==> src/rtl/ula_muldiv.sv <==
// ula_muldiv: iterative MULT/MULTU/DIV/DIVU unit with HI/LO and MF*/MT*; optional ULA_MULDIV_DIVZERO_EN adds div_by_zero and early divide-by-zero finish
module ula_muldiv #(
  parameter int WIDTH = 32
) (
  input  logic             clock,
  input  logic             reset,
  input  logic             start,
  input  logic [5:0]       func,
  input  logic [WIDTH-1:0] a,
  input  logic [WIDTH-1:0] b,
`ifdef ULA_MULDIV_DIVZERO_EN
  output logic             div_by_zero,
`endif
  output logic [WIDTH-1:0] result,
  output logic [WIDTH-1:0] hi,
  output logic [WIDTH-1:0] lo,
  output logic             busy,
  output logic             done,
  output logic             stall
);
  localparam logic [5:0] MFHI = 6'b010000;
  localparam logic [5:0] MTHI = 6'b010001;
  localparam logic [5:0] MFLO = 6'b010010;
  localparam logic [5:0] MTLO = 6'b010011;
  localparam int CW = $clog2(WIDTH + 1);
  typedef enum logic [1:0] {IDLE, CALC, FIX} state_t;
  state_t state;
  logic [2*WIDTH-1:0] acc, mul_next, div_next, step_next, prod;
  logic [WIDTH-1:0] opb, abs_a, abs_b, quo, rem;
  logic [WIDTH:0] msum, dsub;
  logic [CW-1:0] count;
  logic is_div, neg_q, neg_r, dz, skip;
  logic md, sgn, take, zero_b, fin;
  assign md = func[5:2] == 4'b0110;
  assign sgn = ~func[0];
  assign zero_b = b == '0;
  assign take = start & (state == IDLE) & ~skip;
  assign abs_a = (sgn & a[WIDTH-1]) ? -a : a;
  assign abs_b = (sgn & b[WIDTH-1]) ? -b : b;
  assign busy = state != IDLE;
  assign stall = start & (busy | (md & ~skip));
  assign result = func == MFHI ? hi : func == MFLO ? lo : '0;
  assign fin = (state == CALC) & (count == CW'(WIDTH - 1));
  assign msum = {1'b0, acc[2*WIDTH-1:WIDTH]} + (acc[0] ? {1'b0, opb} : '0);
  assign mul_next = {msum, acc[WIDTH-1:1]};
  assign dsub = acc[2*WIDTH-1:WIDTH-1] - {1'b0, opb};
  assign div_next = dsub[WIDTH] ? {acc[2*WIDTH-2:0], 1'b0} : {dsub[WIDTH-1:0], acc[WIDTH-2:0], 1'b1};
  assign step_next = is_div ? div_next : mul_next;
  assign prod = neg_q ? -step_next : step_next;
  assign quo = neg_q ? -step_next[WIDTH-1:0] : step_next[WIDTH-1:0];
  assign rem = neg_r ? -step_next[2*WIDTH-1:WIDTH] : step_next[2*WIDTH-1:WIDTH];
  // FSM: the final step's sign-corrected result is written on entry to FIX so HI/LO are valid while done is high
  always_ff @(posedge clock or posedge reset) begin
    if (reset) begin
      state <= IDLE;
      acc <= '0;
      opb <= '0;
      count <= '0;
      is_div <= 1'b0;
      neg_q <= 1'b0;
      neg_r <= 1'b0;
      dz <= 1'b0;
      skip <= 1'b0;
      done <= 1'b0;
      hi <= '0;
      lo <= '0;
`ifdef ULA_MULDIV_DIVZERO_EN
      div_by_zero <= 1'b0;
`endif
    end else begin
      done <= 1'b0;
      skip <= 1'b0;
`ifdef ULA_MULDIV_DIVZERO_EN
      div_by_zero <= 1'b0;
`endif
      case (state)
        IDLE: begin
          if (take & md) begin
            acc <= {{WIDTH{1'b0}}, abs_a};
            opb <= abs_b;
            count <= '0;
            is_div <= func[1];
            neg_q <= sgn & (a[WIDTH-1] ^ b[WIDTH-1]);
            neg_r <= sgn & a[WIDTH-1];
            dz <= func[1] & zero_b;
            state <= CALC;
`ifdef ULA_MULDIV_DIVZERO_EN
            if (func[1] & zero_b) begin
              hi <= a;
              lo <= '1;
              done <= 1'b1;
              div_by_zero <= 1'b1;
              state <= FIX;
            end
`endif
          end else if (take & (func == MTHI)) begin
            hi <= a;
          end else if (take & (func == MTLO)) begin
            lo <= a;
          end
        end
        CALC: begin
          acc <= step_next;
          count <= count + 1'b1;
          if (fin) begin
            hi <= is_div ? rem : prod[2*WIDTH-1:WIDTH];
            lo <= is_div ? (dz ? '1 : quo) : prod[WIDTH-1:0];
            done <= 1'b1;
            state <= FIX;
`ifdef ULA_MULDIV_DIVZERO_EN
            div_by_zero <= dz;
`endif
          end
        end
        FIX: begin
          state <= IDLE;
          skip <= 1'b1;
        end
        default: state <= IDLE;
      endcase
    end
  end
endmodule

==> config.mk <==
export PLATFORM = sky130hd
export DESIGN_NAME = ula_muldiv
export DESIGN_NICKNAME = d
export VERILOG_FILES = /design/src/rtl/ula_muldiv.sv
export SDC_FILE = /design/constraint.sdc
export NUM_CORES = 1
export LEC_CHECK = 0
export CORE_MARGIN = 2
export CORE_UTILIZATION = 37
export CTS_CLUSTER_SIZE = 20
export DETAILED_ROUTE_END_ITERATION = 10
export PLACE_DENSITY = 0.6
export RECOVER_POWER = 25
export SETUP_SLACK_MARGIN = 0.5
export SYNTH_ARGS = -nofsm -noshare
export SYNTH_HDL_FRONTEND = slang
export SYNTH_SLANG_ARGS = --single-unit
export TNS_END_PERCENT = 50
==> constraint.sdc <==
create_clock -name clock -period 7.7 [get_ports clock]
set_input_delay 1.155 -clock clock [delete_from_list [all_inputs] [get_ports clock]]
set_output_delay 1.155 -clock clock [all_outputs]
set_load 0.05 [all_outputs]
# Yosys cells after proc, flatten, opt, wreduce, memory -nomap -nowiden
# Index checks and enable logic that the tools add are counted.
classes:
  addsub: 8
  n_mul: 0
  div: 0
  order_cmp: 0
  eq_ne: 14
  shift: 0
  muxes: 32
  n_bitwise: 16
  n_reduce_logical: 9
ops:
  columns: ["op", "count"]
  rows:
  - ["32-bit two-way mux", 17]
  - ["64-bit two-way mux", 4]
  - ["32-bit negation", 4]
  - ["32-bit case mux with 2 select lines", 2]
  - ["64-bit case mux with 2 select lines", 1]
  - ["64-bit negation", 1]
  - ["32-bit by 32-bit adder with 33-bit output", 1]
  - ["33-bit by 32-bit subtractor with 33-bit output", 1]
  - ["32-bit logical NOT", 1]
  - ["6-bit by 5-bit == test with 1-bit output (second input constant)", 5]
  - ["1-bit bitwise AND", 12]
  - ["6-bit case mux with 2 select lines", 1]
  - ["6-bit by 1-bit adder with 6-bit output (second input constant)", 1]
  - ["6-bit two-way mux", 1]
  - ["2-bit by 1-bit != test with 1-bit output (second input constant)", 3]
  - ["2-bit != test (second input constant)", 3]
  - ["2-bit AND reduction", 3]
  - ["5-bit AND reduction", 1]
  - ["4-bit by 3-bit == test with 1-bit output (second input constant)", 1]
  - ["2-bit two-way mux", 2]
  - ["2-bit case mux with 2 select lines", 1]
  - ["4-bit AND reduction", 1]
  - ["2-bit nonzero test", 2]
  - ["1-bit two-way mux", 3]
  - ["other kinds (6)", 7]
totals:
  regBits: 174
  latchBits: 0
  ramBits: 0
  rom_bits: 0
  inputBits: 73
  out_inout_bits: 99
  elab_cells: 91
  n_memories: 0

# Depth between registers and ports, before layout
# Gate-level depths: netlist of run 1.
depth:
  ltp_word: 9
  mapped_depth: 27
  depth_no_buf: 25

# Least setup slack after synthesis of run 1
# No wires, ideal clock.
synth_timing:
  kind: "register to register"
  startpoint: "register acc[31]"
  endpoint: "register hi[26]"
  setup_ns: 0.145
  arrival_time_ns: 5.134
  t_required_ns: 7.555
  slack_ns: 2.421
  path_stages_with_launch: 27
  path_buffers: 2
  period_less_slack_ns: 5.279
  cell_sequence: "dfrtp_1 inv_1 ha_1 inv_1 fa_1 a211oi_1 o211ai_4 nand4_4 a2111oi_4 nor3_2 buf_2 nor3_1 a21oi_1 ha_1 nor3b_1 o221ai_1 nor2_1 nand4_1 or2_2 nand2b_1 nand2b_1 nand2_1 clkbuf_1 nand3_1 o31ai_1 xnor2_1 o221ai_1"
synth_between:
  elab_chain_cells: 8
  word_cells_on_any_way: 10
  cone_classes: "3 x add/sub; 7 x mux"
synth_lines:
  columns: ["element", "line", "text"]
  rows:
  - ["from (decl)", "28", "logic [2*WIDTH-1:0] acc, mul_next, div_next, step_next, prod;"]
  - ["from (signal assigned)", "79", "acc <= {{WIDTH{1'b0}}, abs_a};"]
  - ["from (signal assigned)", "103", "acc <= step_next;"]
  - ["33-bit by 32-bit subtractor with 33-bit output", "46", "assign dsub = acc[2*WIDTH-1:WIDTH-1] - {1'b0, opb};"]
  - ["64-bit two-way mux", "47", "assign div_next = dsub[WIDTH] ? {acc[2*WIDTH-2:0], 1'b0} : {dsub[WIDTH-1:0], acc[WIDTH-2:0], 1'b1};"]
  - ["64-bit two-way mux (*)", "48", "assign step_next = is_div ? div_next : mul_next;"]
  - ["64-bit negation or 32-bit negation (tied branches)", "49, 51", null]
  - ["64-bit two-way mux or 32-bit two-way mux (tied branches)", "49, 51", null]
  - ["32-bit two-way mux (*)", "106", "hi <= is_div ? rem : prod[2*WIDTH-1:WIDTH];"]
  - ["32-bit two-way mux (*)", "105", "if (fin) begin"]
  - ["32-bit case mux with 2 select lines (*)", "76", "case (state)"]
  - ["to (signal assigned)", "106", null]
  - ["to (decl)", "15", "output logic [WIDTH-1:0] hi,"]
# Mark *: on every way between the ends. The rest lies on a longest branch, timed or not. The select of a mux whose other input is x is not followed.
# A chain may end at the register's enable or synchronous reset.

# Final worst setup path of run 1
layout_timing:
  startpoint: "register acc[31]"
  endpoint: "register hi[22]"
# The elaborated chain is that of the path after synthesis.

==> results of run 1 <==
registers in the layout, indices dropped and copies added, names as in the netlist:
signal  flops
acc        64
hi         32
lo         32
opb        32
count       6
state       2
done        1
dz          1
is_div      1
neg_q       1
neg_r       1
skip        1
placed cells by master (no fill, tap or decap), types with 5 or more instances in the layout:
cell type	count
nand2_1	291
o21ai_0	226
dfrtp_1	173
nor2_1	172
clkdlybuf4s50_1	169
a21oi_1	145
xor2_1	82
xnor2_1	71
ha_1	69
inv_1	65
mux2i_1	62
nand3_1	58
a31oi_1	54
o211ai_1	53
nor3_1	51
and2_1	41
buf_4	32
o31ai_1	26
nand4_1	23
a21o_1	22
o21a_1	21
a211oi_1	21
and3_1	20
nor4_1	20
clkbuf_16	17
nor2b_1	15
nand2b_1	15
or3_1	14
nor3b_1	11
mux2_2	11
o41ai_1	10
o22ai_1	10
o21bai_1	9
o221ai_1	7
a31o_2	7
and4_1	6
a221oi_1	6
a21boi_0	5
o2111ai_1	5
cell type report:
class	count	area, sq um
clock buffer	21	450
timing repair buffer	204	1950
clock inverter	9	88.8
multi-input combinational	1760	11100
tap	585	732
sequential	174	4360
fill	4515	24300
inverter	66	249
cell families (layout without fill, tap and decap cells):
| kind of cell | after synthesis | in the layout | share of synthesized area (%) |
|---|---|---|---|
| adder cells (fa/ha/maj) | 71 | 71 | 5.58 |
| buffers and inverters | 203 | 300 | 5.02 |
| AND/OR/NAND/NOR | 773 | 773 | 22.6 |
| multiplexers | 73 | 73 | 4.60 |
| AO/OA/AOI/OAI | 690 | 690 | 27.1 |
| XOR/XNOR | 153 | 153 | 8.27 |
| flip-flops | 174 | 174 | 26.9 |
stage by stage:
| stage | power (mW) | utilization, % |
|---|---|---|
| CTS | 8.31 | 43.8 |
| global placement | 7.40 | 42.6 |
| floorplan | 5.56 | - |
| global route | 8.98 | 43.8 |
| finish | 8.40 | 43.8 |
| detailed placement | 7.42 | 42.6 |
power by group:
| group | internal, mW | switching, mW | total (mW) | leakage (nW) |
|---|---|---|---|---|
| combinational | 1.99 | 3.83 | 5.82 | 5.24 |
| clock | 0.451 | 0.408 | 0.859 | 0.256 |
| sequential | 1.27 | 0.446 | 1.72 | 2.15 |
worst max path at each step:
stage,endpoint,slack (ps),cells after the start
5_1_grt,acc[58]$_DFFE_PP0P_,830,3
3_3_place_gp,hi[22]$_DFFE_PP0P_,1580,26
3_5_place_dp,hi[22]$_DFFE_PP0P_,1420,26
2_1_floorplan,acc[0]$_DFFE_PP0P_,1830,1
6_report,hi[22]$_DFFE_PP0P_,1250,26
4_1_cts,hi[22]$_DFFE_PP0P_,1380,26
layer usage:
metal,routed length [um],vias to the layer above,global-route usage (%)
met5,0,-,0
met4,1740,0,9.27
met3,4230,92,4.24
met2,27000,689,42.4
met1,27700,7960,37.5
li1,-,7926,-
==> flow_summary.yaml, run 1 <==
synthesis:
  ys_types: 90
  yosysMostFrequentCell: "nand2_1"
  synth_common_cells: "nand2_1 (291), o21ai_0 (227), dfrtp_1 (174)"
  synthesis.yosys.warnings: 0
  syn_area_per_cell_sq_um: 7.58
  yosys.area.top_type: "dfrtp_1"
  synth_edf_count: 0
  synth_nets: 2281
  synth.cell_area_sq_mm: 0.0162
  synth_flop_cell: "dfrtp_1"
  synth_seq_area_share_pct: 26.9
  ys_ff_latch: 174
  ys_top_cells_by_area: "dfrtp_1 (27%), o21ai_0 (7.0%), nand2_1 (6.7%)"
  synthArstFlopShare_pct: 100
  netlist.area_leader.share_pct: 26.9
  synth_cells: 2137
floorplanning:
  start_util_pct: 37.5
  die_h_um: 213
  io_pins: 172
  die_w_um: 213
  dieArea_sq_mm: 0.0455
  core_area_sq_mm: 0.0432
  fp-row-count: 76
route:
  num_vias: 16667
  wl_per_cell_um: 21.5
  drc: 0
  routed_via_density: 5.91
  drt-total-wl_um: 60700
  drtPass1Iterations: 5
  ant_nets: 0
  drtIter0Drc: 1581
setup_path:
  crit_path_top_delay_cell: "a2111o_1"
  r2r_cells: 26
  end_kind: "flip-flop"
  crit_family: "simple AND/OR/NAND/NOR gates"
  cp_max_fo: 11
  criticalPathCategory: "flip-flop to flip-flop"
  cp_num_buf_inv: 3
  critical_path.startpoint: "acc[31]$_DFFE_PP0P_"
  crit_path_max_incr_delay_ps: 570
  cp.required_ps: 8060
  crit_arrival_ps: 6810
  rrSetupSlack_ps: 1250
  critPathLaunchType: "flip-flop"
  r2r_start: "acc[31]$_DFFE_PP0P_"
  rr_endpoint: "hi[22]$_DFFE_PP0P_"
global_routing:
  grt_pass1_vias: 15862
  grtUsageTotal_pct: 26.9
  overflow: 0
  grt_max_degree: 91
  grt_pass1_wl_um: 93800
  antenna_found_initial: 0
clock_tree:
  clockBufferDepth: 2
  cts_setup_buffers: 0
  numCtsBuffers: 17
  clk_pin_slew_worst_paths_ps: 70
  cts_resized: 0
  htree_levels: 4
  cts_root_buf: "clkbuf_16"
  cts_tree: "built"
  ctsHoldBuffers: 0
  cts_sinks: 174
  clkLatencyLatePin_ps: 470
min_path:
  hold_start: "count[5]$_DFFE_PP0P_"
  whs_path_depth: 1
  min_to: "count[5]$_DFFE_PP0P_"
  hold_class: "flip-flop to flip-flop"
timing:
  slew_headroom_pct: -112
  worst_slack_ps: 1250
  worstMarginPinSlew_ps: 3160
  min_period_ps: 6450
  rsz0062_at_grt: "false"
  hold_viol_final: 0
  fmax_mhz: 155
  finalSetupTns_ps: 0
  period_share_pct: 83.7
  timing.hold.ws_ps: 490
  slew_viol_final: 121
  skew_ps: 12.5
  setup_viol: 0
final_layout:
  area_growth_pct: 16.7
  fin_cells: 2819
  antenna_cells: 0
  drive_gt1_share_pct: 5.15
  nets: 2367
  fin_area_sq_mm: 0.0189
placed_design:
  dp.cells: 2789
  dpl_cell_area_sq_mm: 0.0184
  io_buffers: 171
  dp_hpwl_um: 45800
  gp_congestion: 0.978
  post-place-ws_ps: 1420
status:
  status: "finished with violations"
  violations: "capacitance limit, slew limit"
power_and_ir_drop:
  p_leak_nw: 7.65
  power.density_mw_per_mm2: 444
  peakVddDrop_mv: 0.149
job:
  maxCapViolations: 2
No activity file was read; power rests on OpenSTA's default activity.
==> inputs of run 2 (changes only) <==
Settings changed: PLACE_DENSITY 0.6 to 0.62.
Clock period 7.7 ns to 5.69 ns, I/O delays scaled along.
==> flow_summary.yaml, run 2 (synthesis results as in run 1) <==
setup_path:
  critPathLaunchType: "flip-flop"
  crit_path_top_delay_cell: "a2111o_1"
  critical_path.startpoint: "opb[0]$_DFFE_PP0P_"
  criticalPathCategory: "flip-flop to flip-flop"
  crit_chain: "ha_2 > inv_2 > fa_2 > a211oi_4 > o211ai_4 > nand4_4 > a2111o_1 > a21oi_4 > nor3_4 > a21oi_2 > ha_2 > nor3b_4 > o221ai_2 > nor2_2 > nand4_1 > or2_4 > nand2b_4 > nand2b_4 > nand2_2 > nor3b_4 > a41oi_2 > xnor2_1 > o21ai_1 > mux2_4"
  cp_num_buf_inv: 1
  crit_arrival_ps: 5380
  cp.required_ps: 6050
  end_kind: "flip-flop"
  crit_path_max_incr_delay_ps: 500
  crit_family: "simple AND/OR/NAND/NOR gates"
  cp_max_fo: 4
  r2r_start: "opb[0]$_DFFE_PP0P_"
timing:
  worstMarginPinSlew_ps: 2940
  finalSetupTns_ps: 0
  slew_headroom_pct: -95.8
  worst_slack_ps: 671
  setup_viol: 0
  period_share_pct: 88.2
  timing.hold.ws_ps: 496
  hold_viol_final: 0
  slew_viol_final: 107
  fmax_mhz: 199
  rsz0062_at_grt: "true"
  min_period_ps: 5020
  skew_ps: 12.7
final_layout:
  final_cell_mix: "nand2_1 (290), o21ai_0 (222), dfrtp_1 (173), nor2_1 (171), clkdlybuf4s50_1 (169)"
  fin_cells: 2889
  fill_cells: 4418
  layout_commonest_cell: "nand2_1"
  regArea_sq_mm: 0.00436
  antenna_cells: 0
  largest_register_ffs: 64
  area_growth_pct: 21.2
  fin_area_sq_mm: 0.0196
  drive_gt1_share_pct: 9.46
  fin_util_pct: 45.5
  top_register: "acc"
  multi_input_area_sq_mm: 0.0113
  nets: 2435
global_routing:
  grt_pass1_vias: 15951
  antenna_found_initial: 0
  grt_pass1_wl_um: 95100
  overflow: 0
  grtUsageTotal_pct: 27.3
  grt_max_degree: 107
route:
  routed_via_density: 5.86
  drt-total-wl_um: 62000
  wl_per_cell_um: 21.5
  drc: 0
  drtIter0Drc: 1670
  drtPass1Iterations: 5
  ant_nets: 0
  num_vias: 16922
floorplanning:
  die_h_um: 213
  start_util_pct: 37.5
  fp-row-count: 76
  die_w_um: 213
  dieArea_sq_mm: 0.0455
  io_pins: 172
  core_area_sq_mm: 0.0432
power_and_ir_drop:
  intPower_mw: 5.46
  clkPwrFrac_pct: 10.0
  peakVddDrop_mv: 0.273
  switching_share_pct: 54.6
  seqPwrFrac_pct: 19.0
  p_comb_share_pct: 71.0
  power.density_mw_per_mm2: 613
  total_power_mw: 12.0
  power.switching_mw: 6.57
  p_leak_nw: 8.03
clock_tree:
  numCtsBuffers: 17
  ctsHoldBuffers: 0
  cts_sinks: 174
  cts_root_buf: "clkbuf_16"
  clockBufferDepth: 2
  clk_pin_slew_worst_paths_ps: 70
  htree_levels: 4
  cts_tree: "built"
  clkLatencyLatePin_ps: 480
min_path:
  hold_start: "count[5]$_DFFE_PP0P_"
  hold_class: "flip-flop to flip-flop"
status:
  violations: "capacitance limit, slew limit"
  status: "finished with violations"
placed_design:
  io_buffers: 171
  post-place-ws_ps: 176
  dp_hpwl_um: 47400
  dp.cells: 2852
  gp_congestion: 0.940
  dpl_cell_area_sq_mm: 0.0189
job:
  maxCapViolations: 1
[run 2: changes by cell type in the layout (fill, tap and decap cells not counted), moves of 4 or more]
cell | previous run | this run
buf_4 | 32 | 100
o21ai_0 | 226 | 222
ha_1 | 69 | 57
ha_2 | 0 | 9
[run 2: final timing paths]
path | endpoint | slack, ps | cells past startpoint
min | count[5]$_DFFE_PP0P_ | 500 | 1
min reg2reg | count[5]$_DFFE_PP0P_ | 500 | 1
min in group asynchronous | lo[2]$_DFFE_PP0P_ | 770 | 2
max reg2reg | hi[22]$_DFFE_PP0P_ | 670 | 24
max | hi[22]$_DFFE_PP0P_ | 670 | 24
max in group asynchronous | is_div$_DFFE_PP0P_ | 1500 | 3
[run 2: timing repair]
| action | CTS | global route |
|---|---|---|
| pin swaps | 2 | 16 |
| cloned | 0 | 0 |
| resized for setup | 20 | 25 |
| buffers inserted | 1 | 4 |
| endpoints found under the setup margin | 12 | 21 |
[run 2: layout make-up]
class / count / share of cell area (%)
well taps: 585 / 3.73
flip-flops and latches: 174 / 22.2
repair buffers: 272 / 12.5
clock buffers: 21 / 2.35
clock inverters: 11 / 0.535
inverters: 66 / 1.27
multi-input cells: 1760 / 57.4
[run 2: power by group through the flow]
| stage | clock [mW] | sequential, mW | combinational [mW] |
|---|---|---|---|
| final | 1.20 | 2.29 | 8.54 |
| after detailed placement | 0 | 2.29 | 8.20 |
| after global routing | 1.26 | 2.36 | 9.18 |
| after CTS | 1.23 | 2.27 | 8.29 |
| after global placement | 0 | 2.26 | 8.18 |
| after floorplan | 0 | 2.88 | 4.64 |
[run 2: routing by layer]
metal	track usage [%]	vias to the layer above	share of wire [%]
li1	-	8051	-
met1	38.2	8104	46
met2	43.5	661	45
met3	3.69	106	6.5
met4	9.20	0	2.9
met5	0	-	0
==> inputs of run 3 (changes only) <==
Settings changed: ABC_CLOCK_PERIOD_IN_PS set to 5690.
==> results of run 3 <==
Final layout, timing and power as in run 2 (identical DEF).
